### src/rtl/tlk2711_pkg.sv
// tlk2711_pkg: shared FSM state type and AXI response codes for the TLK2711 register bridge
package tlk2711_pkg;

    typedef enum logic [2:0] {
        IDLE,
        WR_ISSUE,
        WR_RESP,
        RD_ISSUE,
        RD_WAIT,
        RD_RESP
    } reg_br_state_t;

    localparam logic [1:0] AXI_RESP_OKAY   = 2'b00;
    localparam logic [1:0] AXI_RESP_SLVERR = 2'b10;

endpackage

### src/rtl/tlk2711_axil_reg_bridge.sv
// tlk2711_axil_reg_bridge: AXI4-Lite slave that serializes PS accesses onto the TLK2711 register strobe bus
//   ps_clk/ps_rst      : clock, synchronous active-high reset
//   s_axil_aw*/w*/b*   : AXI-Lite write channels (64-bit data, 8 strobes)
//   s_axil_ar*/r*      : AXI-Lite read channels
//   o_reg_wen/waddr/wdata : one-cycle register write strobe
//   o_reg_ren/raddr       : one-cycle register read strobe
//   i_reg_rdata           : read data, valid RD_LATENCY cycles after o_reg_ren
module tlk2711_axil_reg_bridge
    import tlk2711_pkg::*;
#(
    parameter int ADDR_LSB       = 0,
    parameter int AXI_ADDR_WIDTH = 32,
    parameter int RD_LATENCY     = 1
) (
    input  logic                      ps_clk,
    input  logic                      ps_rst,
    input  logic                      s_axil_awvalid,
    output logic                      s_axil_awready,
    input  logic [AXI_ADDR_WIDTH-1:0] s_axil_awaddr,
    input  logic                      s_axil_wvalid,
    output logic                      s_axil_wready,
    input  logic [63:0]               s_axil_wdata,
    input  logic [7:0]                s_axil_wstrb,
    output logic                      s_axil_bvalid,
    input  logic                      s_axil_bready,
    output logic [1:0]                s_axil_bresp,
    input  logic                      s_axil_arvalid,
    output logic                      s_axil_arready,
    input  logic [AXI_ADDR_WIDTH-1:0] s_axil_araddr,
    output logic                      s_axil_rvalid,
    input  logic                      s_axil_rready,
    output logic [63:0]               s_axil_rdata,
    output logic [1:0]                s_axil_rresp,
    output logic                      o_reg_wen,
    output logic [15:0]               o_reg_waddr,
    output logic [63:0]               o_reg_wdata,
    output logic                      o_reg_ren,
    output logic [15:0]               o_reg_raddr,
    input  logic [63:0]               i_reg_rdata
);

    localparam logic [2:0] CNT_INIT = 3'(RD_LATENCY - 1);

    reg_br_state_t state_q, state_d;

    logic        aw_full_q, w_full_q, ar_full_q, w_strb_ff_q, wr_full_q, last_wr_q;
    logic [15:0] aw_addr_q, ar_addr_q, waddr_q, raddr_q;
    logic [63:0] w_data_q, wdata_q, rdata_q;
    logic [1:0]  bresp_q;
    logic [2:0]  cnt_q;

    logic        idle, aw_hs, w_hs, ar_hs, b_hs, r_hs;
    logic        wr_elig, rd_elig, go_wr, go_rd, strb_ff;
    logic [15:0] aw_addr, ar_addr;
    logic        unused_addr_bits;

    assign aw_addr = s_axil_awaddr[ADDR_LSB +: 16];
    assign ar_addr = s_axil_araddr[ADDR_LSB +: 16];
    assign unused_addr_bits = ^{s_axil_awaddr, s_axil_araddr};

    // Gating with ps_rst keeps every handshake and strobe quiet in the reset cycle itself.
    assign idle           = state_q == IDLE && !ps_rst;
    assign s_axil_awready = idle && !aw_full_q;
    assign s_axil_wready  = idle && !w_full_q;
    assign s_axil_arready = idle && !ar_full_q;

    assign aw_hs = s_axil_awvalid && s_axil_awready;
    assign w_hs  = s_axil_wvalid && s_axil_wready;
    assign ar_hs = s_axil_arvalid && s_axil_arready;
    assign b_hs  = s_axil_bvalid && s_axil_bready;
    assign r_hs  = s_axil_rvalid && s_axil_rready;

    // Eligibility looks through to same-cycle handshakes so the issue cycle follows the last handshake directly.
    assign wr_elig = (aw_full_q || aw_hs) && (w_full_q || w_hs);
    assign rd_elig = ar_full_q || ar_hs;
    assign go_wr   = idle && wr_elig && (!rd_elig || !last_wr_q);
    assign go_rd   = idle && rd_elig && !go_wr;
    assign strb_ff = w_hs ? &s_axil_wstrb : w_strb_ff_q;

    assign s_axil_bresp = bresp_q;
    assign s_axil_rdata = rdata_q;
    assign s_axil_rresp = AXI_RESP_OKAY;
    assign o_reg_waddr  = waddr_q;
    assign o_reg_wdata  = wdata_q;
    assign o_reg_raddr  = raddr_q;

    always_ff @(posedge ps_clk) begin
        if (ps_rst) begin
            state_q <= IDLE;
        end else begin
            state_q <= state_d;
        end
    end

    always_comb begin
        state_d       = state_q;
        o_reg_wen     = 1'b0;
        o_reg_ren     = 1'b0;
        s_axil_bvalid = 1'b0;
        s_axil_rvalid = 1'b0;
        case (state_q)
            IDLE:     state_d = go_wr ? WR_ISSUE : go_rd ? RD_ISSUE : IDLE;
            WR_ISSUE: begin
                state_d   = WR_RESP;
                o_reg_wen = wr_full_q && !ps_rst;
            end
            WR_RESP:  begin
                state_d       = s_axil_bready ? IDLE : WR_RESP;
                s_axil_bvalid = !ps_rst;
            end
            RD_ISSUE: begin
                state_d   = RD_WAIT;
                o_reg_ren = !ps_rst;
            end
            RD_WAIT:  state_d = cnt_q == 3'd0 ? RD_RESP : RD_WAIT;
            RD_RESP:  begin
                state_d       = s_axil_rready ? IDLE : RD_RESP;
                s_axil_rvalid = !ps_rst;
            end
            default:  state_d = IDLE;
        endcase
    end

    always_ff @(posedge ps_clk) begin
        if (ps_rst) begin
            aw_full_q   <= 1'b0;
            w_full_q    <= 1'b0;
            ar_full_q   <= 1'b0;
            w_strb_ff_q <= 1'b0;
            wr_full_q   <= 1'b0;
            last_wr_q   <= 1'b0;
            aw_addr_q   <= '0;
            ar_addr_q   <= '0;
            w_data_q    <= '0;
            waddr_q     <= '0;
            wdata_q     <= '0;
            raddr_q     <= '0;
            rdata_q     <= '0;
            bresp_q     <= AXI_RESP_OKAY;
            cnt_q       <= '0;
        end else begin
            if (aw_hs) begin
                aw_full_q <= 1'b1;
                aw_addr_q <= aw_addr;
            end
            if (w_hs) begin
                w_full_q    <= 1'b1;
                w_data_q    <= s_axil_wdata;
                w_strb_ff_q <= &s_axil_wstrb;
            end
            if (ar_hs) begin
                ar_full_q <= 1'b1;
                ar_addr_q <= ar_addr;
            end
            if (b_hs) begin
                aw_full_q <= 1'b0;
                w_full_q  <= 1'b0;
            end
            if (r_hs) begin
                ar_full_q <= 1'b0;
            end
            // Bus-side outputs load only at arbitration so they stay frozen outside the transaction window.
            if (go_wr) begin
                last_wr_q <= 1'b1;
                waddr_q   <= aw_hs ? aw_addr : aw_addr_q;
                wdata_q   <= w_hs ? s_axil_wdata : w_data_q;
                wr_full_q <= strb_ff;
                bresp_q   <= strb_ff ? AXI_RESP_OKAY : AXI_RESP_SLVERR;
            end
            if (go_rd) begin
                last_wr_q <= 1'b0;
                raddr_q   <= ar_hs ? ar_addr : ar_addr_q;
            end
            if (state_q == RD_ISSUE) begin
                cnt_q <= CNT_INIT;
            end else if (state_q == RD_WAIT) begin
                cnt_q <= cnt_q - 3'd1;
            end
            if (state_q == RD_WAIT && cnt_q == 3'd0) begin
                rdata_q <= i_reg_rdata;
            end
        end
    end

endmodule

### config.mk
export PLATFORM = sky130hd
export DESIGN_NAME = tlk2711_axil_reg_bridge
export DESIGN_NICKNAME = d
export VERILOG_FILES = /design/src/rtl/tlk2711_pkg.sv /design/src/rtl/tlk2711_axil_reg_bridge.sv
export SDC_FILE = /design/constraint.sdc
export NUM_CORES = 1
export LEC_CHECK = 0
export BUFFER_PORTS_ARGS = -buffer_cell sky130_fd_sc_hd__buf_2
export CORE_MARGIN = 4
export CORE_UTILIZATION = 45
export DETAILED_ROUTE_END_ITERATION = 16
export PLACE_DENSITY = 0.74
export SLEW_MARGIN = 20
export SYNTH_ARGS = -nofsm -noshare
export SYNTH_HDL_FRONTEND = slang
export SYNTH_SLANG_ARGS = --single-unit
### constraint.sdc
create_clock -name ps_clk -period 4.5 [get_ports ps_clk]
set_input_delay 0.225 -clock ps_clk [delete_from_list [all_inputs] [get_ports ps_clk]]
set_output_delay 0.225 -clock ps_clk [all_outputs]
set_load 0.01 [all_outputs]
# Yosys cells after proc, flatten, opt, wreduce, memory -nomap -nowiden
# Index checks and enable logic that the tools add are counted.
dict set report totals {
  register_bits 270
  inputBits 207
  out_inout_bits 171
  wordCells 71
}
dict set report op_classes {
  add_sub_neg 1
  eq_ne 5
  muxes 15
  reduce_logical 34
}
# cell count
set ops {}
lappend ops {{$mux W64} 1}
lappend ops {{$mux W16} 2}
lappend ops {{$pmux W3 S6} 1}
lappend ops {{$logic_and A1 B1 Y1} 16}
lappend ops {{$mux W2} 4}
lappend ops {{$reduce_and A8 Y1} 1}
lappend ops {{$reduce_or A2 Y1} 4}
lappend ops {{$logic_not A1 Y1} 7}
lappend ops {{$eq A3 B2 Y1 const B} 2}
lappend ops {{$eq A3 B3 Y1 const B} 2}
lappend ops {{$logic_not A3 Y1} 2}
lappend ops {{$mux W1} 6}
lappend ops {{$logic_or A1 B1 Y1} 4}
lappend ops {{$eq A3 B1 Y1 const B} 1}
lappend ops {{$mux W3} 1}
lappend ops {{$sub A3 B1 Y3 const B} 1}

# Longest topological paths before layout
# Gate-level depths: netlist (run 1).
dict set report logic_depth {
  word_depth 13
  ltp_mapped 7
  depth_no_buf 5
}

# Worst setup path after synthesis (run 1)
# OpenSTA, ideal clock, no wires.
dict set report synth_timing {
  kind {register to register}
  start {register state_q[2]}
  end {register wdata_q[13] (netlist: o_reg_wdata[13])}
  setup_time_ns 0.146
  arrival_time_ns 1.771
  setup_slack_ns 2.582
  stages_incl_launch_ff 7
  path_buffers 3
  period_less_slack_ns 1.918
  cell_sequence {dfxtp_1 buf_2 or4_4 nor3_2 buf_4 buf_2 a211oi_2}
}
dict set report synth_via {
  elab_chain_cells 8
}
# item line
set synth_lines {}
lappend synth_lines {{from (decl)} tlk2711_axil_reg_bridge.sv:44} ;# reg_br_state_t state_q, state_d;
lappend synth_lines {{from (signal assigned)} tlk2711_axil_reg_bridge.sv:91} ;# state_q <= state_d;
lappend synth_lines {{$logic_not A3 Y1 (*)} tlk2711_axil_reg_bridge.sv:62} ;# assign idle = state_q == IDLE && !ps_rst;
lappend synth_lines {{$logic_and A1 B1 Y1 (*)} tlk2711_axil_reg_bridge.sv:62}
lappend synth_lines {{$logic_and A1 B1 Y1 (on tied branches)} {tlk2711_axil_reg_bridge.sv:63, tlk2711_axil_reg_bridge.sv:64, tlk2711_axil_reg_bridge.sv:65}}
lappend synth_lines {{$logic_and A1 B1 Y1 (on tied branches)} {tlk2711_axil_reg_bridge.sv:67, tlk2711_axil_reg_bridge.sv:68, tlk2711_axil_reg_bridge.sv:69}}
lappend synth_lines {{$logic_or A1 B1 Y1 (on tied branches)} {tlk2711_axil_reg_bridge.sv:74, tlk2711_axil_reg_bridge.sv:75}}
lappend synth_lines {{$logic_and A1 B1 Y1 or $logic_not A1 Y1 (tied branches)} {tlk2711_axil_reg_bridge.sv:74, tlk2711_axil_reg_bridge.sv:76}}
lappend synth_lines {{$logic_and A1 B1 Y1 or $logic_or A1 B1 Y1 (tied branches)} tlk2711_axil_reg_bridge.sv:76} ;# assign go_wr = idle && wr_elig && (!rd_elig || !last_wr_q);
lappend synth_lines {{$logic_and A1 B1 Y1} tlk2711_axil_reg_bridge.sv:76}
lappend synth_lines {{to (signal assigned)} tlk2711_axil_reg_bridge.sv:166} ;# wdata_q <= w_hs ? s_axil_wdata : w_data_q;
lappend synth_lines {{to (decl)} tlk2711_axil_reg_bridge.sv:48} ;# logic [63:0] w_data_q, wdata_q, rdata_q;
# Mark *: on every way between the ends. The rest lies on a longest branch, timed or not.
# A chain may end at the register's enable or synchronous reset.

# Worst setup path after layout (run 1)
dict set report layout_timing {
  start {register state_q[2]}
  end {register waddr_q[1] (netlist: o_reg_waddr[1])}
}
dict set report layout_via {
  elab_chain_cells 8
}
# item line
set layout_lines {}
lappend layout_lines {{$logic_not A3 Y1 (*)} tlk2711_axil_reg_bridge.sv:62}
lappend layout_lines {{$logic_and A1 B1 Y1 (*)} tlk2711_axil_reg_bridge.sv:62}
lappend layout_lines {{$logic_and A1 B1 Y1 (on tied branches)} {tlk2711_axil_reg_bridge.sv:63, tlk2711_axil_reg_bridge.sv:64, tlk2711_axil_reg_bridge.sv:65}}
lappend layout_lines {{$logic_and A1 B1 Y1 (on tied branches)} {tlk2711_axil_reg_bridge.sv:67, tlk2711_axil_reg_bridge.sv:68, tlk2711_axil_reg_bridge.sv:69}}
lappend layout_lines {{$logic_or A1 B1 Y1 (on tied branches)} {tlk2711_axil_reg_bridge.sv:74, tlk2711_axil_reg_bridge.sv:75}}
lappend layout_lines {{$logic_and A1 B1 Y1 or $logic_not A1 Y1 (tied branches)} {tlk2711_axil_reg_bridge.sv:74, tlk2711_axil_reg_bridge.sv:76}}
lappend layout_lines {{$logic_and A1 B1 Y1 or $logic_or A1 B1 Y1 (tied branches)} tlk2711_axil_reg_bridge.sv:76}
lappend layout_lines {{$logic_and A1 B1 Y1} tlk2711_axil_reg_bridge.sv:76}
lappend layout_lines {{to (signal assigned)} tlk2711_axil_reg_bridge.sv:165} ;# waddr_q <= aw_hs ? aw_addr : aw_addr_q;
lappend layout_lines {{to (decl)} tlk2711_axil_reg_bridge.sv:47} ;# logic [15:0] aw_addr_q, ar_addr_q, waddr_q, raddr_q;
# Marks and branches as above.

==> report_table.html, run 1 <==
<table>
<tr><th>Metric</th><th>Value</th></tr>
<tr><th colspan="2">Floorplanning</th></tr>
<tr><td>Boundary Pins</td><td>378</td></tr>
<tr><td>Initial core utilization</td><td>46.3%</td></tr>
<tr><td>Width of the die</td><td>between 150 and 200 um</td></tr>
<tr><td>Floorplan die height</td><td>around 160 um</td></tr>
<tr><td>Area enclosed by the die boundary</td><td>about 24000 sq um</td></tr>
<tr><td>Number of placement rows</td><td>between 50 and 60</td></tr>
<tr><td>Area of the core region</td><td>21300 sq um</td></tr>
<tr><th colspan="2">Synthesis</th></tr>
<tr><td>Count of unique library cells instantiated by Yosys</td><td>38</td></tr>
<tr><td>Yosys Warn Count</td><td>0</td></tr>
<tr><td>Post-synthesis cell count</td><td>about 1000</td></tr>
<tr><td>Cell area after synthesis</td><td>9860 sq um</td></tr>
<tr><td>Mean instance size in the synthesized netlist</td><td>just under 10 sq um</td></tr>
<tr><td>Seq/Total Area, Yosys</td><td>between 50% and 60%</td></tr>
<tr><td>Post-synthesis register bit count</td><td>around 270</td></tr>
<tr><th colspan="2">Pwr</th></tr>
<tr><td>Switching part of the total</td><td>a little over a quarter</td></tr>
<tr><td>Fraction of power consumed by sequential logic</td><td>45.0%</td></tr>
<tr><td>Switching power</td><td>0.00153 W</td></tr>
<tr><td>Part of the power in combinational logic</td><td>approximately 17%</td></tr>
<tr><td>Power per Cell Area</td><td>414 nW/um^2</td></tr>
<tr><td>Cell internal power dissipation</td><td>0.00432 W</td></tr>
<tr><td>Worst vdd rail ir drop</td><td>~0.32 mV</td></tr>
<tr><td>Part of the power in the clock network</td><td>around two fifths</td></tr>
<tr><td>Reported leakage power</td><td>6.50 nW</td></tr>
<tr><th colspan="2">Global route</th></tr>
<tr><td>Global-route wire length before repair</td><td>between 40000 and 50000 um</td></tr>
<tr><td>Maximum number of pins on one net before global-route repair</td><td>roughly 120</td></tr>
<tr><td>Residual overflow from global routing</td><td>0</td></tr>
<tr><td>Overall fraction of global-route tracks in use</td><td>between 20 and 25%</td></tr>
<tr><td>Initial antenna violation count</td><td>1</td></tr>
<tr><td>Number of global-route vias before repair</td><td>between 9000 and 10000</td></tr>
<tr><th colspan="2">Place</th></tr>
<tr><td>Post-DP HPWL</td><td>between 15000 and 20000 um</td></tr>
<tr><td>Port-buffer cells</td><td>between 300 and 400</td></tr>
<tr><td>Last weighted congestion value of the routability-driven placer</td><td>a little over 0.8</td></tr>
<tr><td>DP Worst Slack</td><td>between 1500 and 2000 ps</td></tr>
<tr><th colspan="2">Hold path</th></tr>
<tr><td>Terminating pin of the worst hold path</td><td>w_data_q[59]$_SDFF_PP0_</td></tr>
<tr><td>Startpoint of the most critical hold path</td><td>s_axil_wdata[59]</td></tr>
<tr><td>Path type of the worst min-delay path</td><td>in -&gt; reg</td></tr>
<tr><td>Hold depth</td><td>3</td></tr>
<tr><th colspan="2">Worst setup path</th></tr>
<tr><td>Kind of end point of the critical path</td><td>register</td></tr>
<tr><td>Internal reg-to-reg setup slack</td><td>1620 ps</td></tr>
<tr><td>Slowest CP cell</td><td>sky130_fd_sc_hd__nor3_4</td></tr>
<tr><td>Critical setup path kind</td><td>reg -&gt; reg</td></tr>
<tr><td>Crit path launch</td><td>state_q[2]$_SDFF_PP0_</td></tr>
<tr><td>Critical Path Start Type</td><td>register</td></tr>
<tr><td>Worst path max stage delay</td><td>~870 ps</td></tr>
<tr><td>Depth of the worst register-to-register path</td><td>5</td></tr>
<tr><td>RR Startpoint</td><td>state_q[2]$_SDFF_PP0_</td></tr>
<tr><td>Cell breakdown of the critical path</td><td>or4_4 &gt; nor3_4 &gt; buf_4 &gt; nor2_1 &gt; a211oi_1</td></tr>
<tr><td>Worst path required time</td><td>4940 ps</td></tr>
<tr><td>Worst reg2reg path endpoint</td><td>o_reg_waddr[1]$_SDFFE_PP0P_</td></tr>
<tr><td>Arrival time reported for the critical path endpoint</td><td>approximately 3300 ps</td></tr>
<tr><td>Worst Path Max Fanout</td><td>20</td></tr>
<tr><th colspan="2">Route</th></tr>
<tr><td>DRT iter0 DRCs</td><td>464</td></tr>
<tr><td>Post-route DRC</td><td>0</td></tr>
<tr><td>Total number of vias</td><td>about 9000</td></tr>
<tr><td>DR pass1 iterations</td><td>6</td></tr>
<tr><td>Drt wl/cell</td><td>16.3 um</td></tr>
<tr><td>Wirelength, routed</td><td>~29000 um</td></tr>
<tr><td>Antenna Violating Nets Remaining</td><td>0</td></tr>
<tr><td>Via-to-Cell Ratio</td><td>between 5 and 6</td></tr>
<tr><th colspan="2">Finish</th></tr>
<tr><td>Layout overhead on the synthesized area</td><td>43.5%</td></tr>
<tr><td>Count of fill cells added during filler insertion</td><td>roughly 1600</td></tr>
<tr><td>Fraction of final layout cells with drive strength greater than 1</td><td>32.4%</td></tr>
<tr><td>Final Net Count</td><td>1669</td></tr>
<tr><td>Sequential standard cell area</td><td>about 5400 sq um</td></tr>
<tr><td>Multi-input gate area</td><td>approximately 4000 sq um</td></tr>
<tr><th colspan="2">CTS</th></tr>
<tr><td>CTS H-tree depth</td><td>1</td></tr>
<tr><td>Clock transition at the registers of the reported paths</td><td>~60 ps</td></tr>
<tr><td>Source-to-sink clock delay at the later pin of the worst-skew pair</td><td>roughly 540 ps</td></tr>
<tr><td>Buffer cell driving the clock tree root</td><td>sky130_fd_sc_hd__clkbuf_16</td></tr>
<tr><td>TritonCTS clock tree</td><td>done</td></tr>
<tr><td>Max clock buf depth</td><td>3</td></tr>
<tr><td>Num Clock Sinks</td><td>269</td></tr>
<tr><td>Total CTS buffers</td><td>28</td></tr>
<tr><td>Post-CTS setup buffer count</td><td>0</td></tr>
<tr><th colspan="2">STA</th></tr>
<tr><td>Clock skew after layout</td><td>around 16 ps</td></tr>
<tr><td>Final-report hold violation count</td><td>0</td></tr>
<tr><td>Final worst setup slack</td><td>~1600 ps</td></tr>
<tr><td>Transition time of the tightest slew-check pin</td><td>between 1000 and 1500 ps</td></tr>
<tr><td>Max Slew Vio Count</td><td>0</td></tr>
<tr><td>Setup_tns</td><td>0 ps</td></tr>
<tr><td>Unrepaired setup endpoints after global routing</td><td>false</td></tr>
<tr><td>Slew HR</td><td>roughly 28%</td></tr>
<tr><td>Min cycle time layout</td><td>2880 ps</td></tr>
<tr><td>Period Utilization, post-route</td><td>around 64%</td></tr>
<tr><td>Total setup violations reported at the end of the flow</td><td>0</td></tr>
<tr><td>Maximum clock frequency</td><td>around 0.35 GHz</td></tr>
<tr><th colspan="2">Flow run</th></tr>
<tr><td>Maxcap violations</td><td>0</td></tr>
<tr><th colspan="2">Status</th></tr>
<tr><td>Result of the run</td><td>completed</td></tr>
</table>
cells by family after synthesis:
group | count (synthesis) | share of synthesized area, %
adder cells (fa/ha/maj) | 2 | 0.254
AO/OA/AOI/OAI | 183 | 16.0
buffers and inverters | 86 | 4.56
other | 1 | 0.0380
flip-flops | 269 | 54.6
AND/OR/NAND/NOR | 360 | 14.6
multiplexers | 98 | 9.95
worst max-delay path by stage:
| stage | end | slack [ps] | cells after the start |
|---|---|---|---|
| after detailed placement | o_reg_waddr[7]$_SDFFE_PP0P_ | 1550 | 4 |
| after global placement | o_reg_waddr[13]$_SDFFE_PP0P_ | 1620 | 4 |
| after global routing | o_reg_waddr[1]$_SDFFE_PP0P_ | 1420 | 5 |
| after floorplan | o_reg_wdata[13]$_SDFFE_PP0P_ | 2580 | 6 |
| final | o_reg_waddr[1]$_SDFFE_PP0P_ | 1620 | 5 |
| after CTS | o_reg_waddr[8]$_SDFFE_PP0P_ | 1540 | 4 |
final cells by class:
cell class / instances / share of cell area, %
inverter: 2 / 0.0531
clock inverter: 6 / 0.513
tap: 275 / 2.43
clock buffer: 41 / 5.86
sequential: 269 / 38.1
antenna: 2 / 0.0354
timing repair buffer: 513 / 24.5
multi-input combinational: 646 / 28.6
cells in the mapped netlist, drive strengths merged:
cell type | instances | area, sq um
a211oi | 96 | 1110
a21o | 1 | 7.51
a21oi | 74 | 370
a311oi | 1 | 8.76
a41o | 1 | 10.0
and4b | 1 | 10.0
buf | 44 | 292
clkbuf | 40 | 150
conb | 1 | 3.75
dfxtp | 269 | 5390
ha | 2 | 25.0
inv | 2 | 7.51
mux2i | 98 | 981
nand2 | 131 | 492
nand2b | 1 | 6.26
nand3 | 2 | 10.0
nand3b | 3 | 22.5
nand4 | 2 | 12.5
nand4b | 1 | 8.76
nor2 | 203 | 762
nor2b | 2 | 12.5
nor3 | 8 | 45.0
nor3b | 1 | 7.51
nor4 | 1 | 12.5
nor4b | 1 | 8.76
nor4bb | 2 | 20.0
o211ai | 1 | 7.51
o21a | 2 | 15.0
o21ai | 4 | 20.0
o221a | 1 | 11.3
o22ai | 1 | 6.26
o311a | 1 | 10.0
or4 | 1 | 11.3
flip-flops by register name, summed over array words and instances (netlist names), 3 cells and up:
name,cells
cnt_q,3
aw_addr_q,16
w_data_q,64
state_q,3
s_axil_rdata,64
ar_addr_q,16
o_reg_waddr,16
o_reg_raddr,16
o_reg_wdata,64
through the flow:
step / instance area, sq um / total power [W] / instances / util, % / hold WS, ps
CTS: 14100 / 0.00589 / 1751 / 66.4 / 5.34
global route: 14100 / 0.00611 / 1753 / 66.4 / 21.6
global placement: 11600 / 0.00351 / 1545 / 54.6 / 438
detailed placement: 11600 / 0.00353 / 1545 / 54.6 / 443
finish: 14100 / 0.00586 / 1754 / 66.5 / 16.2
floorplan: 9870 / 0.00325 / 1001 / - / 341
critical path: cells and delay by family (launching register included):
| kind | cells | cell delay, ps |
|---|---|---|
| flops | 1 | 510 |
| compound gates | 1 | 250 |
| buf+inv | 1 | 400 |
| simple gates | 3 | 1610 |
power by group through the flow:
stage,Sequential [W],Clock (W),Combinational [W]
after floorplan,0.00271,0,0.000537
after global placement,0.00267,0,0.000832
after detailed placement,0.00268,0,0.000854
after CTS,0.00263,0.00229,0.000968
after global routing,0.00265,0.00239,0.00107
final,0.00263,0.00224,0.000979
timing repair:
action	4_1_cts	5_1_grt
gates resized for setup	0	0
setup endpoints to repair	0	0
endpoints found under the hold margin	159	0
hold buffers	159	0
layout by cell type (no fill, tap or decap), types with 2 or more instances in the layout:
cell and count:
sky130_fd_sc_hd__a211oi_1 19, sky130_fd_sc_hd__a211oi_2 77, sky130_fd_sc_hd__a21oi_1 74, sky130_fd_sc_hd__buf_12 4, sky130_fd_sc_hd__buf_2 341, sky130_fd_sc_hd__buf_4 7
sky130_fd_sc_hd__buf_8 2, sky130_fd_sc_hd__clkbuf_1 5, sky130_fd_sc_hd__clkbuf_16 28, sky130_fd_sc_hd__clkbuf_8 8, sky130_fd_sc_hd__clkinv_2 2, sky130_fd_sc_hd__conb_1 3
sky130_fd_sc_hd__dfxtp_1 269, sky130_fd_sc_hd__diode_2 2, sky130_fd_sc_hd__dlygate4sd3_1 159, sky130_fd_sc_hd__ha_1 2, sky130_fd_sc_hd__inv_1 2, sky130_fd_sc_hd__mux2i_1 98
sky130_fd_sc_hd__nand2_1 131, sky130_fd_sc_hd__nand3_1 2, sky130_fd_sc_hd__nand3b_1 3, sky130_fd_sc_hd__nand4_1 2, sky130_fd_sc_hd__nor2_1 203, sky130_fd_sc_hd__nor2b_1 2
sky130_fd_sc_hd__nor3_1 7, sky130_fd_sc_hd__nor4bb_1 2, sky130_fd_sc_hd__o21a_1 2, sky130_fd_sc_hd__o21ai_0 4
per-layer routing:
layer / vias to the layer above / routed length, um / share of wire [%] / track usage, %
li1: 4297 / - / - / -
met1: 4122 / 11100 / 39 / 25.8
met2: 351 / 14000 / 49 / 38.6
met3: 87 / 2360 / 8.2 / 6.21
met4: 0 / 1130 / 3.9 / 8.63
met5: - / 0 / 0 / 0
No activity file was read; power rests on OpenSTA's default activity.
==> run 2, diff against run 1 <==
--- a/config.mk
+++ b/config.mk
@@ -7,9 +7,9 @@
 export LEC_CHECK = 0
 export BUFFER_PORTS_ARGS = -buffer_cell sky130_fd_sc_hd__buf_2
 export CORE_MARGIN = 4
-export CORE_UTILIZATION = 45
+export CORE_UTILIZATION = 44
 export DETAILED_ROUTE_END_ITERATION = 16
-export PLACE_DENSITY = 0.74
+export PLACE_DENSITY = 0.76
 export SLEW_MARGIN = 20
 export SYNTH_ARGS = -nofsm -noshare
 export SYNTH_HDL_FRONTEND = slang
==> constraint.sdc (replaced) <==
create_clock -name ps_clk -period 2.6 [get_ports ps_clk]
set_input_delay 0.13 -clock ps_clk [delete_from_list [all_inputs] [get_ports ps_clk]]
set_output_delay 0.13 -clock ps_clk [all_outputs]
set_load 0.01 [all_outputs]
==> report_table.html, run 2 (synthesis gave the netlist of run 1 again) <==
<table>
<tr><th>Metric</th><th>Value</th></tr>
<tr><th colspan="2">Route</th></tr>
<tr><td>DR pass1 iterations</td><td>5</td></tr>
<tr><td>Total number of vias</td><td>between 8000 and 9000</td></tr>
<tr><td>Highest signal layer in the routed design</td><td>met4</td></tr>
<tr><td>Post-route DRC</td><td>0</td></tr>
<tr><td>Met2 Wirelength</td><td>roughly 15000 um</td></tr>
<tr><td>Drt wl/cell</td><td>16.7 um</td></tr>
<tr><td>Wirelength, routed</td><td>29500 um</td></tr>
<tr><td>DRT iter0 DRCs</td><td>roughly 600</td></tr>
<tr><td>Met1 layer wirelength in the final routing</td><td>11300 um</td></tr>
<tr><td>Wire length on met3</td><td>between 2000 and 2500 um</td></tr>
<tr><td>Antenna Violating Nets Remaining</td><td>0</td></tr>
<tr><td>Via-to-Cell Ratio</td><td>5.06</td></tr>
<tr><th colspan="2">Pwr</th></tr>
<tr><td>Switching part of the total</td><td>26.3%</td></tr>
<tr><td>Post-layout total power</td><td>roughly 0.010 W</td></tr>
<tr><td>Reported leakage power</td><td>about 6.6 nW</td></tr>
<tr><td>Fraction of power consumed by sequential logic</td><td>~44%</td></tr>
<tr><td>Power per Cell Area</td><td>between 700 and 800 nW/um^2</td></tr>
<tr><td>Cell internal power dissipation</td><td>~0.0076 W</td></tr>
<tr><td>Part of the power in combinational logic</td><td>16.8%</td></tr>
<tr><td>Worst vdd rail ir drop</td><td>0.694 mV</td></tr>
<tr><td>Switching power</td><td>between 0.002 and 0.003 W</td></tr>
<tr><td>Part of the power in the clock network</td><td>39.0%</td></tr>
<tr><th colspan="2">Place</th></tr>
<tr><td>Post-DP HPWL</td><td>roughly 17000 um</td></tr>
<tr><td>Last weighted congestion value of the routability-driven placer</td><td>between 0.7 and 0.8</td></tr>
<tr><td>Port-buffer cells</td><td>around 340</td></tr>
<tr><td>Number of cells in the design after placement</td><td>around 1600</td></tr>
<tr><td>Cell area reported after detailed placement</td><td>~12000 sq um</td></tr>
<tr><th colspan="2">CTS</th></tr>
<tr><td>Post-CTS Hold Fix Bufs</td><td>about 170</td></tr>
<tr><td>Buffer cell driving the clock tree root</td><td>sky130_fd_sc_hd__clkbuf_16</td></tr>
<tr><td>CTS H-tree depth</td><td>1</td></tr>
<tr><td>Source-to-sink clock delay at the later pin of the worst-skew pair</td><td>530 ps</td></tr>
<tr><td>TritonCTS clock tree</td><td>done</td></tr>
<tr><td>Clock transition at the registers of the reported paths</td><td>60 ps</td></tr>
<tr><td>Total CTS buffers</td><td>28</td></tr>
<tr><td>Num Clock Sinks</td><td>around 270</td></tr>
<tr><td>Post-CTS sizing</td><td>0</td></tr>
<tr><td>Max clock buf depth</td><td>3</td></tr>
<tr><td>Post-CTS setup buffer count</td><td>0</td></tr>
<tr><th colspan="2">STA</th></tr>
<tr><td>Maximum clock frequency</td><td>about 0.44 GHz</td></tr>
<tr><td>Transition time of the tightest slew-check pin</td><td>1070 ps</td></tr>
<tr><td>Period Utilization, post-route</td><td>between 80% and 90%</td></tr>
<tr><td>Setup_tns</td><td>0 ps</td></tr>
<tr><td>Slew HR</td><td>~29%</td></tr>
<tr><td>Total setup violations reported at the end of the flow</td><td>0</td></tr>
<tr><td>Clock skew after layout</td><td>9.63 ps</td></tr>
<tr><td>Min cycle time layout</td><td>2250 ps</td></tr>
<tr><td>Final-report hold violation count</td><td>0</td></tr>
<tr><td>Unrepaired setup endpoints after global routing</td><td>false</td></tr>
<tr><td>Max Slew Vio Count</td><td>0</td></tr>
<tr><th colspan="2">Worst setup path</th></tr>
<tr><td>Cell breakdown of the critical path</td><td>buf_4 &gt; nor4_2 &gt; buf_4 &gt; nand3b_1 &gt; buf_12 &gt; mux2i_1 &gt; a211oi_2</td></tr>
<tr><td>Most used cell along the critical path</td><td>sky130_fd_sc_hd__buf_4</td></tr>
<tr><td>Critical setup path kind</td><td>reg -&gt; reg</td></tr>
<tr><td>Worst path max stage delay</td><td>520 ps</td></tr>
<tr><td>Worst Path Max Fanout</td><td>65</td></tr>
<tr><td>Worst reg2reg path endpoint</td><td>o_reg_wdata[27]$_SDFFE_PP0P_</td></tr>
<tr><td>Kind of end point of the critical path</td><td>register</td></tr>
<tr><td>Internal reg-to-reg setup slack</td><td>around 350 ps</td></tr>
<tr><td>Slowest CP cell</td><td>sky130_fd_sc_hd__mux2i_1</td></tr>
<tr><td>RR Startpoint</td><td>state_q[2]$_SDFF_PP0_</td></tr>
<tr><td>Critical Path Start Type</td><td>register</td></tr>
<tr><td>Depth of the worst register-to-register path</td><td>7</td></tr>
<tr><td>Arrival time reported for the critical path endpoint</td><td>2620 ps</td></tr>
<tr><td>Worst path required time</td><td>2960 ps</td></tr>
<tr><th colspan="2">Floorplanning</th></tr>
<tr><td>Boundary Pins</td><td>approximately 380</td></tr>
<tr><td>Number of placement rows</td><td>between 50 and 60</td></tr>
<tr><td>Area of the core region</td><td>about 22000 sq um</td></tr>
<tr><td>Area enclosed by the die boundary</td><td>about 25000 sq um</td></tr>
<tr><td>Width of the die</td><td>about 160 um</td></tr>
<tr><td>Initial core utilization</td><td>around 45%</td></tr>
<tr><td>Floorplan die height</td><td>~160 um</td></tr>
<tr><th colspan="2">Finish</th></tr>
<tr><td>Final instance area</td><td>~14000 sq um</td></tr>
<tr><td>Post-route non-filler standard cell count</td><td>approximately 1800</td></tr>
<tr><td>Final core occ</td><td>about two thirds</td></tr>
<tr><td>Commonest non-fill, non-tap cells in the layout</td><td>341 x sky130_fd_sc_hd__buf_2, 269 x sky130_fd_sc_hd__dfxtp_1, 203 x sky130_fd_sc_hd__nor2_1</td></tr>
<tr><td>Layout overhead on the synthesized area</td><td>45.2%</td></tr>
<tr><td>Fraction of final layout cells with drive strength greater than 1</td><td>between 30% and 40%</td></tr>
<tr><td>Final Net Count</td><td>roughly 1700</td></tr>
<tr><td>Most common cell after layout, fill and taps aside</td><td>sky130_fd_sc_hd__buf_2</td></tr>
<tr><th colspan="2">Hold path</th></tr>
<tr><td>Path type of the worst min-delay path</td><td>in -&gt; reg</td></tr>
<tr><td>Hold depth</td><td>4</td></tr>
<tr><td>Terminating pin of the worst hold path</td><td>state_q[0]$_SDFF_PP0_</td></tr>
<tr><td>Startpoint of the most critical hold path</td><td>s_axil_arvalid</td></tr>
<tr><th colspan="2">Flow run</th></tr>
<tr><td>Maxcap violations</td><td>0</td></tr>
<tr><th colspan="2">Status</th></tr>
<tr><td>Result of the run</td><td>completed</td></tr>
<tr><th colspan="2">Global route</th></tr>
<tr><td>Residual overflow from global routing</td><td>0</td></tr>
<tr><td>Global-route wire length before repair</td><td>approximately 46000 um</td></tr>
<tr><td>Initial antenna violation count</td><td>0</td></tr>
<tr><td>Number of global-route vias before repair</td><td>roughly 9400</td></tr>
<tr><td>Overall fraction of global-route tracks in use</td><td>between 20% and 30%</td></tr>
<tr><td>Maximum number of pins on one net before global-route repair</td><td>200</td></tr>
</table>
run 2: per-stage QoR:
step	worst slack [ps]	hold slack, ps
2_1_floorplan	682	246
3_3_place_gp	482	370
3_5_place_dp	434	375
4_1_cts	400	13.2
5_1_grt	242	68.3
6_report	347	43.8
run 2: routing by layer:
metal	up-vias	GRT usage, %
met4	0	8.93
li1	4324	-
met5	-	0
met1	4169	24.9
met2	372	39.7
met3	103	6.26
run 2: worst max-delay path by stage:
stage	from	to	slack, ps	depth (start not counted)
2_1_floorplan	state_q[2]$_SDFF_PP0_	o_reg_wdata[13]$_SDFFE_PP0P_	680	6
4_1_cts	state_q[2]$_SDFF_PP0_	o_reg_wdata[27]$_SDFFE_PP0P_	400	7
3_3_place_gp	state_q[1]$_SDFF_PP0_	o_reg_waddr[7]$_SDFFE_PP0P_	480	6
6_report	state_q[2]$_SDFF_PP0_	o_reg_wdata[27]$_SDFFE_PP0P_	350	7
5_1_grt	state_q[2]$_SDFF_PP0_	o_reg_wdata[27]$_SDFFE_PP0P_	240	7
3_5_place_dp	state_q[1]$_SDFF_PP0_	o_reg_waddr[0]$_SDFFE_PP0P_	430	6
run 2: cell type report:
cell class	count	area [sq um]
antenna	1	2.50
inverter	2	7.51
multi-input combinational	646	4040
fill	1626	7640
timing repair buffer	525	3600
tap	280	350
clock inverter	11	111
sequential	269	5390
clock buffer	39	823
run 2: power by group through the flow:
stage	clock (W)	sequential, W	combinational [W]
after CTS	0.00411	0.00455	0.00170
after detailed placement	0	0.00464	0.00149
after global placement	0	0.00463	0.00145
after global routing	0.00428	0.00459	0.00188
after floorplan	0	0.00470	0.000930
final	0.00403	0.00456	0.00173
run 2: worst max-delay path, delay by kind of cell, from the launching register on:
| family | cells | cell delay, ps |
|---|---|---|
| flops | 1 | 360 |
| simple gates | 2 | 200 |
| buf+inv | 3 | 750 |
| compound gates | 1 | 140 |
| mux | 1 | 520 |
==> run 3, diff against run 2 <==
--- a/config.mk
+++ b/config.mk
@@ -6,6 +6,7 @@
 export NUM_CORES = 1
 export LEC_CHECK = 0
 export BUFFER_PORTS_ARGS = -buffer_cell sky130_fd_sc_hd__buf_2
+export CORE_ASPECT_RATIO = 1.4
 export CORE_MARGIN = 4
 export CORE_UTILIZATION = 44
 export DETAILED_ROUTE_END_ITERATION = 16
==> constraint.sdc (replaced) <==
create_clock -name ps_clk -period 2.6 [get_ports ps_clk]
set_input_delay 0 -clock ps_clk [delete_from_list [all_inputs] [get_ports ps_clk]]
set_output_delay 0 -clock ps_clk [all_outputs]
set_load 0.01 [all_outputs]
==> report_table.html, run 3 (synthesis gave the netlist of run 1 again) <==
<table>
<tr><th>Metric</th><th>Value</th></tr>
<tr><th colspan="2">Global route</th></tr>
<tr><td>Global-route wire length before repair</td><td>46700 um</td></tr>
<tr><td>Residual overflow from global routing</td><td>0</td></tr>
<tr><td>Initial antenna violation count</td><td>1</td></tr>
<tr><td>Most crowded layer after global routing</td><td>met2</td></tr>
<tr><td>Met2 demand-to-capacity share in global routing</td><td>42.1%</td></tr>
<tr><td>Number of global-route vias before repair</td><td>roughly 9300</td></tr>
<tr><td>GR Util met1</td><td>about a quarter</td></tr>
<tr><td>Met3 usage</td><td>under 10%</td></tr>
<tr><td>Overall fraction of global-route tracks in use</td><td>22.7%</td></tr>
<tr><td>Maximum number of pins on one net before global-route repair</td><td>147</td></tr>
<tr><th colspan="2">Route</th></tr>
<tr><td>Total number of vias</td><td>9018</td></tr>
<tr><td>Post-route DRC</td><td>0</td></tr>
<tr><td>Drt wl/cell</td><td>around 16 um</td></tr>
<tr><td>DRT iter0 DRCs</td><td>434</td></tr>
<tr><td>Wirelength, routed</td><td>29700 um</td></tr>
<tr><td>Antenna Violating Nets Remaining</td><td>0</td></tr>
<tr><td>Via-to-Cell Ratio</td><td>approximately 5.0</td></tr>
<tr><td>DR pass1 iterations</td><td>5</td></tr>
<tr><th colspan="2">Floorplanning</th></tr>
<tr><td>Area of the core region</td><td>21900 sq um</td></tr>
<tr><td>Boundary Pins</td><td>approximately 380</td></tr>
<tr><td>Number of placement rows</td><td>64</td></tr>
<tr><td>Floorplan die height</td><td>~190 um</td></tr>
<tr><td>Area enclosed by the die boundary</td><td>24900 sq um</td></tr>
<tr><td>Initial core utilization</td><td>between 40 and 50%</td></tr>
<tr><td>Width of the die</td><td>135 um</td></tr>
<tr><th colspan="2">Worst setup path</th></tr>
<tr><td>Largest delay share family, worst path</td><td>buffers and inverters</td></tr>
<tr><td>Critical setup path kind</td><td>reg -&gt; reg</td></tr>
<tr><td>Critical Path Start Type</td><td>register</td></tr>
<tr><td>RR Startpoint</td><td>state_q[1]$_SDFF_PP0_</td></tr>
<tr><td>Worst reg2reg path endpoint</td><td>w_data_q[60]$_SDFF_PP0_</td></tr>
<tr><td>Worst path max stage delay</td><td>~550 ps</td></tr>
<tr><td>CP bufs+invs</td><td>2</td></tr>
<tr><td>Internal reg-to-reg setup slack</td><td>200 ps</td></tr>
<tr><td>Arrival time reported for the critical path endpoint</td><td>between 2000 and 3000 ps</td></tr>
<tr><td>Cell breakdown of the critical path</td><td>nor4_2 &gt; nand3b_1 &gt; buf_12 &gt; mux2i_1 &gt; nor2_1 &gt; dlygate4sd3_1</td></tr>
<tr><td>Worst path required time</td><td>3020 ps</td></tr>
<tr><td>Slowest CP cell</td><td>sky130_fd_sc_hd__dlygate4sd3_1</td></tr>
<tr><td>Worst Path Max Fanout</td><td>65</td></tr>
<tr><td>Kind of end point of the critical path</td><td>register</td></tr>
<tr><td>Depth of the worst register-to-register path</td><td>6</td></tr>
<tr><th colspan="2">CTS</th></tr>
<tr><td>Buffer cell driving the clock tree root</td><td>sky130_fd_sc_hd__clkbuf_16</td></tr>
<tr><td>Num Clock Sinks</td><td>269</td></tr>
<tr><td>Source-to-sink clock delay at the later pin of the worst-skew pair</td><td>530 ps</td></tr>
<tr><td>Post-CTS setup buffer count</td><td>0</td></tr>
<tr><td>CTS H-tree depth</td><td>1</td></tr>
<tr><td>TritonCTS clock tree</td><td>done</td></tr>
<tr><td>Total CTS buffers</td><td>26</td></tr>
<tr><td>Clock transition at the registers of the reported paths</td><td>around 60 ps</td></tr>
<tr><td>Max clock buf depth</td><td>3</td></tr>
<tr><th colspan="2">STA</th></tr>
<tr><td>Period Utilization, post-route</td><td>92.2%</td></tr>
<tr><td>Max Slew Vio Count</td><td>0</td></tr>
<tr><td>Min cycle time layout</td><td>roughly 2400 ps</td></tr>
<tr><td>Final hold slack</td><td>~80 ps</td></tr>
<tr><td>Setup_tns</td><td>0 ps</td></tr>
<tr><td>Total setup violations reported at the end of the flow</td><td>0</td></tr>
<tr><td>Slew HR</td><td>roughly 29%</td></tr>
<tr><td>Clock skew after layout</td><td>around 23 ps</td></tr>
<tr><td>Maximum clock frequency</td><td>~0.42 GHz</td></tr>
<tr><td>Final-report hold violation count</td><td>0</td></tr>
<tr><td>Unrepaired setup endpoints after global routing</td><td>false</td></tr>
<tr><td>Transition time of the tightest slew-check pin</td><td>between 1000 and 1500 ps</td></tr>
<tr><th colspan="2">Pwr</th></tr>
<tr><td>Post-layout total power</td><td>about 0.01 W</td></tr>
<tr><td>Power per Cell Area</td><td>692 nW/um^2</td></tr>
<tr><td>Switching part of the total</td><td>26.4%</td></tr>
<tr><td>Part of the power in combinational logic</td><td>between 15 and 20%</td></tr>
<tr><td>Reported leakage power</td><td>~6.6 nW</td></tr>
<tr><td>Fraction of power consumed by sequential logic</td><td>45.8%</td></tr>
<tr><td>Cell internal power dissipation</td><td>between 0.007 and 0.008 W</td></tr>
<tr><td>Worst vdd rail ir drop</td><td>between 0.4 and 0.5 mV</td></tr>
<tr><td>Part of the power in the clock network</td><td>about 37%</td></tr>
<tr><td>Switching power</td><td>about 0.0026 W</td></tr>
<tr><th colspan="2">Hold path</th></tr>
<tr><td>Startpoint of the most critical hold path</td><td>s_axil_wstrb[1]</td></tr>
<tr><td>Path type of the worst min-delay path</td><td>in -&gt; reg</td></tr>
<tr><td>Terminating pin of the worst hold path</td><td>w_strb_ff_q$_SDFF_PP0_</td></tr>
<tr><td>Hold depth</td><td>5</td></tr>
<tr><th colspan="2">Place</th></tr>
<tr><td>Last weighted congestion value of the routability-driven placer</td><td>0.790</td></tr>
<tr><td>Number of cells in the design after placement</td><td>roughly 1600</td></tr>
<tr><td>Post-DP HPWL</td><td>between 15000 and 20000 um</td></tr>
<tr><td>Port-buffer cells</td><td>342</td></tr>
<tr><td>Cell area reported after detailed placement</td><td>11800 sq um</td></tr>
<tr><th colspan="2">Finish</th></tr>
<tr><td>Final instance area</td><td>about 14000 sq um</td></tr>
<tr><td>Layout overhead on the synthesized area</td><td>46.0%</td></tr>
<tr><td>Fraction of final layout cells with drive strength greater than 1</td><td>around a third</td></tr>
<tr><td>Most common cell after layout, fill and taps aside</td><td>sky130_fd_sc_hd__buf_2</td></tr>
<tr><td>Post-route non-filler standard cell count</td><td>1801</td></tr>
<tr><td>Commonest non-fill, non-tap cells in the layout</td><td>341 x sky130_fd_sc_hd__buf_2, 269 x sky130_fd_sc_hd__dfxtp_1, 202 x sky130_fd_sc_hd__nor2_1</td></tr>
<tr><td>Final Net Count</td><td>1694</td></tr>
<tr><th colspan="2">Status</th></tr>
<tr><td>Result of the run</td><td>completed</td></tr>
<tr><th colspan="2">Flow run</th></tr>
<tr><td>Maxcap violations</td><td>0</td></tr>
</table>
-- run 3: changes by cell type in the layout (fill, tap and decap cells not counted) --
cell,delta
sky130_fd_sc_hd__clkbuf_1,+4
sky130_fd_sc_hd__clkinv_8,+1
sky130_fd_sc_hd__dlygate4sd3_1,+16
sky130_fd_sc_hd__nor2_2,+1
sky130_fd_sc_hd__clkbuf_16,-3
sky130_fd_sc_hd__clkinv_2,-4
sky130_fd_sc_hd__diode_2,+2
sky130_fd_sc_hd__buf_4,-2
sky130_fd_sc_hd__clkbuf_8,-4
sky130_fd_sc_hd__and4b_4,+1
sky130_fd_sc_hd__nor2_1,-1
sky130_fd_sc_hd__and4b_2,-1
sky130_fd_sc_hd__buf_12,+1
-- run 3: power groups by stage --
stage | Sequential (W) | Clock, W | Combinational [W]
floorplan | 0.00470 | 0 | 0.000930
CTS | 0.00455 | 0.00373 | 0.00172
finish | 0.00455 | 0.00365 | 0.00174
global placement | 0.00462 | 0 | 0.00146
global route | 0.00458 | 0.00389 | 0.00190
detailed placement | 0.00464 | 0 | 0.00149
-- run 3: area by class of cell --
class	instances	area [sq um]
inverter	2	7.51
tap	297	372
multi-input combinational	646	4040
timing repair buffer	540	3760
sequential	269	5390
fill	1584	7550
clock buffer	36	708
antenna	3	7.51
clock inverter	8	108
-- run 3: timing repair --
| action | CTS | global route |
|---|---|---|
| gates resized for setup | 0 | 2 |
| endpoints found under the hold margin | 267 | 0 |
| hold buffers | 181 | 0 |
| setup endpoints to repair | 0 | 5 |
-- run 3: worst max-delay path by stage --
stage	startpoint	to	depth (start not counted)
finish	state_q[1]$_SDFF_PP0_	w_data_q[60]$_SDFF_PP0_	6
global route	state_q[1]$_SDFF_PP0_	w_data_q[60]$_SDFF_PP0_	6
CTS	state_q[1]$_SDFF_PP0_	s_axil_rdata[14]$_SDFFE_PP0P_	6
detailed placement	state_q[1]$_SDFF_PP0_	o_reg_wdata[62]$_SDFFE_PP0P_	6
global placement	state_q[1]$_SDFF_PP0_	o_reg_wdata[37]$_SDFFE_PP0P_	6
floorplan	state_q[2]$_SDFF_PP0_	o_reg_wdata[13]$_SDFFE_PP0P_	6
-- run 3: routing by layer --
metal | vias up | share of wire (%)
met1 | 4209 | 36
li1 | 4343 | -
met3 | 107 | 7.3
met2 | 359 | 52
met5 | - | 0
met4 | 0 | 5.0
-- run 3: per-stage QoR --
step	setup WS (ps)	util (%)
floorplan	682	-
global placement	439	53.6
detailed placement	388	53.6
CTS	105	65.5
global route	25.1	65.6
finish	203	65.6
-- run 3: worst reg2reg max path, delay by kind of cell (launching register included) --
kind,cells,cell delay [ps]
buffers and inverters,2,780
DFF,1,420
muxes,1,460
and+or+nand+nor,3,630
